File: src/rtl/lsu_misalign.sv
// Misaligned load/store sequencer: aligned accesses pass straight through, misaligned
// halfword/word accesses are stalled and split into byte accesses. Build option: MISALIGN_TRAP_EN.
module lsu_misalign #(
  parameter int CNT_W = 16
) (
  input  logic             clk,
  input  logic             rst,
  input  logic             req_valid,
  input  logic             req_we,
  input  logic [2:0]       req_ctrl,
  input  logic [31:0]      req_addr,
  input  logic [31:0]      req_wdata,
  output logic             stall,
  output logic [31:0]      rdata,
  output logic             dm_we,
  output logic [2:0]       dm_ctrl,
  output logic [31:0]      dm_addr,
  output logic [31:0]      dm_wdata,
  input  logic [31:0]      dm_rdata,
  output logic [CNT_W-1:0] misalign_cnt
`ifdef MISALIGN_TRAP_EN
  ,
  output logic             misalign_exc
`endif
);

  typedef enum logic [1:0] {IDLE, SPLIT, DONE} state_t;

  state_t           r_state;
  logic [1:0]       r_idx;
  logic [31:0]      r_buf;
  logic [CNT_W-1:0] r_cnt;

  logic        w_half;
  logic        w_word;
  logic        w_mis;
  logic [2:0]  w_byte_ctrl;
  logic [31:0] w_asm;

  assign w_half      = (req_ctrl[1:0] == 2'b01);
  assign w_word      = (req_ctrl == 3'b010);
  assign w_mis       = req_valid & ((w_half & req_addr[0]) | (w_word & (req_addr[1:0] != 2'b00)));
  assign w_byte_ctrl = req_we ? 3'b000 : 3'b100;
  assign misalign_cnt = r_cnt;

  // Reassemble split load bytes with the extension the original funct3 asked for
  always_comb begin
    case (req_ctrl)
      3'b001:  w_asm = {{16{r_buf[15]}}, r_buf[15:0]};
      3'b101:  w_asm = {16'h0000, r_buf[15:0]};
      default: w_asm = r_buf;
    endcase
  end

  always_comb begin
    stall    = 1'b0;
    dm_we    = req_valid & req_we;
    dm_ctrl  = req_ctrl;
    dm_addr  = req_addr;
    dm_wdata = req_wdata;
    rdata    = dm_rdata;
`ifdef MISALIGN_TRAP_EN
    misalign_exc = w_mis;
    if (w_mis) begin
      dm_we = 1'b0;
      rdata = 32'h0;
    end
`else
    case (r_state)
      IDLE: begin
        if (w_mis) begin
          stall    = 1'b1;
          dm_ctrl  = w_byte_ctrl;
          dm_wdata = {24'h0, req_wdata[7:0]};
          dm_we    = req_we;
        end
      end
      SPLIT: begin
        stall    = 1'b1;
        dm_ctrl  = w_byte_ctrl;
        dm_addr  = req_addr + {30'h0, r_idx};
        dm_wdata = {24'h0, req_wdata[{r_idx, 3'b000} +: 8]};
        dm_we    = req_we;
      end
      DONE: begin
        dm_we = 1'b0;
        rdata = req_we ? 32'h0 : w_asm;
      end
      default: ;
    endcase
`endif
    // Reset must immediately quiesce the core handshake and the memory write strobe
    if (rst) begin
      stall = 1'b0;
      dm_we = 1'b0;
    end
  end

`ifndef MISALIGN_TRAP_EN
  logic [1:0] w_last;
  assign w_last = w_word ? 2'd3 : 2'd1;
`endif

  always_ff @(posedge clk or posedge rst) begin
    if (rst) begin
      r_state <= IDLE;
      r_idx   <= 2'd0;
      r_buf   <= 32'h0;
      r_cnt   <= '0;
    end else begin
      if (w_mis && (r_state == IDLE) && (r_cnt != {CNT_W{1'b1}}))
        r_cnt <= r_cnt + 1'b1;
`ifndef MISALIGN_TRAP_EN
      case (r_state)
        IDLE: begin
          if (w_mis) begin
            if (!req_we) r_buf[7:0] <= dm_rdata[7:0];
            r_idx   <= 2'd1;
            r_state <= SPLIT;
          end
        end
        SPLIT: begin
          if (!req_we) r_buf[{r_idx, 3'b000} +: 8] <= dm_rdata[7:0];
          if (r_idx == w_last) begin
            r_state <= DONE;
          end else begin
            r_idx <= r_idx + 2'd1;
          end
        end
        DONE: begin
          r_state <= IDLE;
          r_idx   <= 2'd0;
        end
        default: r_state <= IDLE;
      endcase
`endif
    end
  end

endmodule
File: config.mk
export PLATFORM = sky130hd
export DESIGN_NAME = lsu_misalign
export DESIGN_NICKNAME = d
export VERILOG_FILES = /design/src/rtl/lsu_misalign.sv
export SDC_FILE = /design/constraint.sdc
export NUM_CORES = 1
export LEC_CHECK = 0
export BUFFER_PORTS_ARGS = -buffer_cell sky130_fd_sc_hd__buf_4
export CAP_MARGIN = 20
export CORE_AREA = 2 2 98 109
export DETAILED_ROUTE_END_ITERATION = 10
export DIE_AREA = 0 0 100 111
export PLACE_DENSITY = 0.86
export SLEW_MARGIN = 10
export SYNTH_ARGS = -nofsm -noshare
export SYNTH_HDL_FRONTEND = slang
export SYNTH_SLANG_ARGS = --single-unit
File: constraint.sdc
create_clock -name clk -period 2.4 [get_ports clk]
set_clock_uncertainty 0.1 [all_clocks]
set_input_delay 0.48 -clock clk [delete_from_list [all_inputs] [get_ports clk]]
set_output_delay 0.48 -clock clk [all_outputs]
set_load 0.01 [all_outputs]
# Word level (Yosys, flattened, before mapping)
# Cells that the tools add are included.
# W data, S select, Z words.
[classes]
reduce_logical = 10
shift = 3
n_bitwise = 6
eq_ne = 13
n_addsub = 4
mux = 26
[op_table]
columns = ["operator", "n"]
rows = [
  ["$mux W32", 4],
  ["$pmux W32 S2", 2],
  ["$add A32 B2 Y32", 1],
  ["$bwmux W32", 1],
  ["$shift A8 B7 Y32 const A", 1],
  ["$shiftx A32 B6 Y8", 1],
  ["$shiftx A8 B7 Y32", 1],
  ["$mux W8", 3],
  ["$add A16 B1 Y16 const B", 1],
  ["$ne A16 B16 Y1 const B", 1],
  ["$pmux W8 S2", 1],
  ["$ne A2 B2 Y1 const B", 5],
  ["$mux W2", 4],
  ["$neg A5 Y7", 1],
  ["$mux W3", 2],
  ["$pmux W2 S3", 1],
  ["$pmux W3 S2", 1],
  ["$and A1 B1 Y1", 4],
  ["$eq A2 B1 Y1 const B", 2],
  ["$mux W1", 4],
  ["$pmux W2 S2", 1],
  ["$reduce_and A2 Y1", 2],
  ["$reduce_and A4 Y1", 1],
  ["$reduce_bool A2 Y1", 2],
  ["14 further kinds", 15],
]
[word_totals]
reg_bits = 52
word_cells = 67

# Depth between registers and ports, before layout
[depth]
ltp_word = 7
mapped_depth = 7
depth_no_buf = 7

# Worst setup path after synthesis
# No wires, ideal clock.
[synth_timing]
path_type = "reg2out"
startpoint = "reg r_idx[1]"
endpoint = "out dm_addr[24]"
stages_incl_launch_ff = 7
arrival_ns = 2.128
n_path_buf = 0
slack_ns = -0.308
path_cell_list = "dfrtp_1 clkinv_1 fa_1 nor3_2 nand4_2 nor2_1 xor2_1"
[synth_between]
elab_chain_cells = 2
[synth_rtl]
columns = ["item", "line_no", "text"]
rows = [
  ["from (decl)", "30", "logic [1:0] r_idx;"],
  ["from (signal assigned)", "127", "r_idx <= r_idx + 2'd1;"],
  ["$add A32 B2 Y32", "81", "dm_addr = req_addr + {30'h0, r_idx};"],
  ["$mux W32", "69", "case (r_state)"],
  ["to (decl)", "17", "output logic [31:0] dm_addr,"],
]
# No other way between the ends.

# Worst setup path in the final report
[layout_timing]
startpoint = "reg r_idx[1]"
endpoint = "out dm_addr[7]"
# The elaborated chain is that of the path after synthesis.

==> impl_metrics.ini <==
[synthesis]
avgSynthCellArea_um2 = 7.56
synthCells = 532
synth_edf_count = 0
synth-main-ff-cell = dfrtp_1
synthTopCellsByArea = dfrtp_1 32%, nand2_1 11%, o21ai_0 8.8%, xnor2_1 5.9%, nor2b_1 4.2%
ys_async_sr_fraction_pct = 100
yosysTopAreaCell = dfrtp_1
mappedNetlistArea_um2 = 4020
seq_area_frac_synth_pct = 32.4
yosysWarningCount = 0
synthDistinctLibCells = 44
yosysTopAreaCellShare_pct = 32.4
synth.ff_latch_count = 52
synth_nets = 643

[setup_path]
crit_family = buffers and inverters
criticalPathCategory = reg2out
cp_cell_sequence = buf_6, ha_4, a21oi_2, nor3_2, buf_4, and3_1, xor2_1, buf_4
path_buf_inv = 3
critPathCaptureType = primary output
max_stage_delay_ns = 0.43
r2r_start = r_idx[0]
path_max_fanout = 4
crit_arrival_ns = 2.16
crit_required_ns = 1.82
start_kind = flop
r2r_cells = 7
reg2reg_to = r_buf[17]
cpMostUsedCell = buf_4
cp_slowest_cell = dfrtp_1
rrSetupSlack_ns = 0.28

[floorplanning]
io_pins = 220
fp.dieW_um = 100
rows = 39
coreArea_um2 = 10100
fp.dieH_um = 111
initial_utilization_pct = 39.6
dieArea_um2 = 11100

[drt]
firstDrtPassIters = 4
drt_iter0_markers = 150
totalWireLength_um = 14100
post-route-drc-count = 0
wl_per_cell_um = 15.6
ant_nets = 0
vias = 4705
vias_per_cell = 5.20

[timing]
drv_slew = 0
tightest_slew_ns = 0.591
fin_crit_ns = 2.74
max_freq_mhz = 364
setup_violations = 34
fin_crit_sh_pct = 114
final.setup.tns_ns = -6.40
rsz0062_at_grt = yes
finalHoldViolCount = 0
maxSlewHeadroom_pct = 60.6
setup_slack_ns = -0.344

[clock_tree]
clock_sinks = 52
clockBufferDepth = 2
tritoncts = built
clk-insertion-delay-late_ns = 0.28
ctsRootBufferMaster = clkbuf_16
cts.clk_slew.worst_paths_ns = 0.07
cts_made_buffers = 5
cts_max_level = 2
cts_hold_buf = 0

[global_route]
antenna_found_initial = 0
grt_use_total_pct = 23.3
grtUsageMet1_pct = 27.5
use_met3_pct = 4.67
grt-busiest-layer = met2
grt_max_degree = 49
met2_usage_pct = 41.5
grt-ovfl-total = 0
grt_pass1_vias = 4482
grt_pass1_wl_um = 21200

[pwr]
vdd_drop_max_mv = 0.371
p_leak_nw = 3.19
power_density_nw_per_um2 = 798

[cells_and_area]
multiInputGateArea_um2 = 2790
layout-drive-gt1-share_pct = 43.7
regArea_um2 = 1300
final_nets = 891
fill_cells = 874
fin_cells = 904
n_antenna_cell = 0
area_delta_synth_final_pct = 62.0

[place]
io_buffer_count = 219
place_ws_ns = -0.228
place_inst = 887
gp_congestion = 0.867
dpl.hpwl_um = 10400

[status]
status = complete, but fails checks
violations = negative setup slack

[worst_hold_path]
worstHoldPathType = in2async

[flow_run]
maxCapViolCount = 0
[layer usage]
layer  up-vias  wire length [um]
met2       205              7190
met5         -                 0
met4         0               343
met3        20              1160
li1       2301                 -
met1      2179              5390
[per-stage QoR]
step / hold slack (ns) / total power, W / area, um^2 / utilization, %
after floorplan: 0.351 / 0.00283 / 4040 / -
after global placement: 0.308 / 0.00417 / 6050 / 59.6
after detailed placement: 0.308 / 0.00422 / 6050 / 59.6
after CTS: 0.00155 / 0.00500 / 6290 / 62.0
after global routing: 0.00133 / 0.00560 / 6520 / 64.2
final: 0.00513 / 0.00520 / 6520 / 64.2
[cell usage in the layout, fill, tap and decap left out, types with 6 or more instances in the layout]
cell       count
nor2b_2       10
xnor2_1       23
a21oi_1       11
o21ai_0       66
o21ai_1        8
clkbuf_16      6
or3_1          6
nand4_1       12
buf_4        256
nor2_1        28
nand2b_1      18
mux2_2         9
o22ai_1       12
xor2_1        19
buf_6          7
dfrtp_1       50
nand3_1       13
inv_1          7
nor2_2         8
and3_1        10
nand2_1      122
nor2b_1       12
[worst max-delay path by stage]
stage | start | end | slack [ns] | depth (start not counted)
5_1_grt | r_idx[1] | dm_addr[7] | -0.42 | 8
3_3_place_gp | req_addr[0] | dm_addr[26] | -0.20 | 9
6_report | r_idx[1] | dm_addr[7] | -0.34 | 8
4_1_cts | r_idx[1] | dm_addr[31] | -0.26 | 8
2_1_floorplan | req_addr[0] | dm_addr[24] | -0.002 | 7
3_5_place_dp | req_addr[0] | dm_addr[26] | -0.23 | 9
[repair_timing]
action                     CTS  global route
cloned                       0             2
pin swaps                   13             9
setup endpoints to repair   39            77
resized for setup           16            42
buffers inserted             3             5
hold endpoints to repair     0             0
[cell usage after synthesis, types with 2 or more instances]
cell type	instances
nand4_2	3
clkbuf_1	21
dfrtp_1	52
buf_4	2
nand3_1	14
nor3b_1	2
o21ai_1	3
inv_1	10
nor2_1	36
buf_2	2
a21oi_1	13
and2_1	2
nand2b_1	19
nand4_1	12
nor3b_2	2
o22ai_1	12
ha_1	7
clkinv_1	2
xor2_1	19
nor2b_1	27
and3_1	10
xnor2_1	27
mux2_2	9
or3_1	6
nor3_2	3
nand2_1	123
nor4_1	3
and4_1	2
nor3_1	4
o21ai_0	71
[cell type report]
cell class,count,share of cell area (%)
well taps,123,2.36
clock buffers,7,2.19
inverters,12,0.787
multi-input cells,443,42.8
clock inverters,1,0.115
flip-flops and latches,52,20.0
repair buffers,266,31.7
[cells by family (layout without fill, tap and decap cells)]
kind of cell,after synthesis,in the layout,share of synthesized area (%)
AND/OR/NAND/NOR,273,273,34.0
multiplexers,9,9,2.52
adder cells (fa/ha/maj),8,8,2.68
flip-flops,52,52,32.4
XOR/XNOR,46,46,10.0
buffers and inverters,37,286,3.70
AO/OA/AOI/OAI,107,107,14.7
[report_power, final]
| part | internal (W) | switching, W |
|---|---|---|
| clock | 0.000416 | 0.000307 |
| sequential | 0.00113 | 0.000182 |
| combinational | 0.00151 | 0.00166 |
[sequential cells by signal (all words and copies together) (netlist names)]
| signal | flops |
|---|---|
| r_idx | 2 |
| misalign_cnt | 16 |
| r_buf | 32 |
| r_state | 2 |
Note: power is estimated with default switching activity, not from simulation.
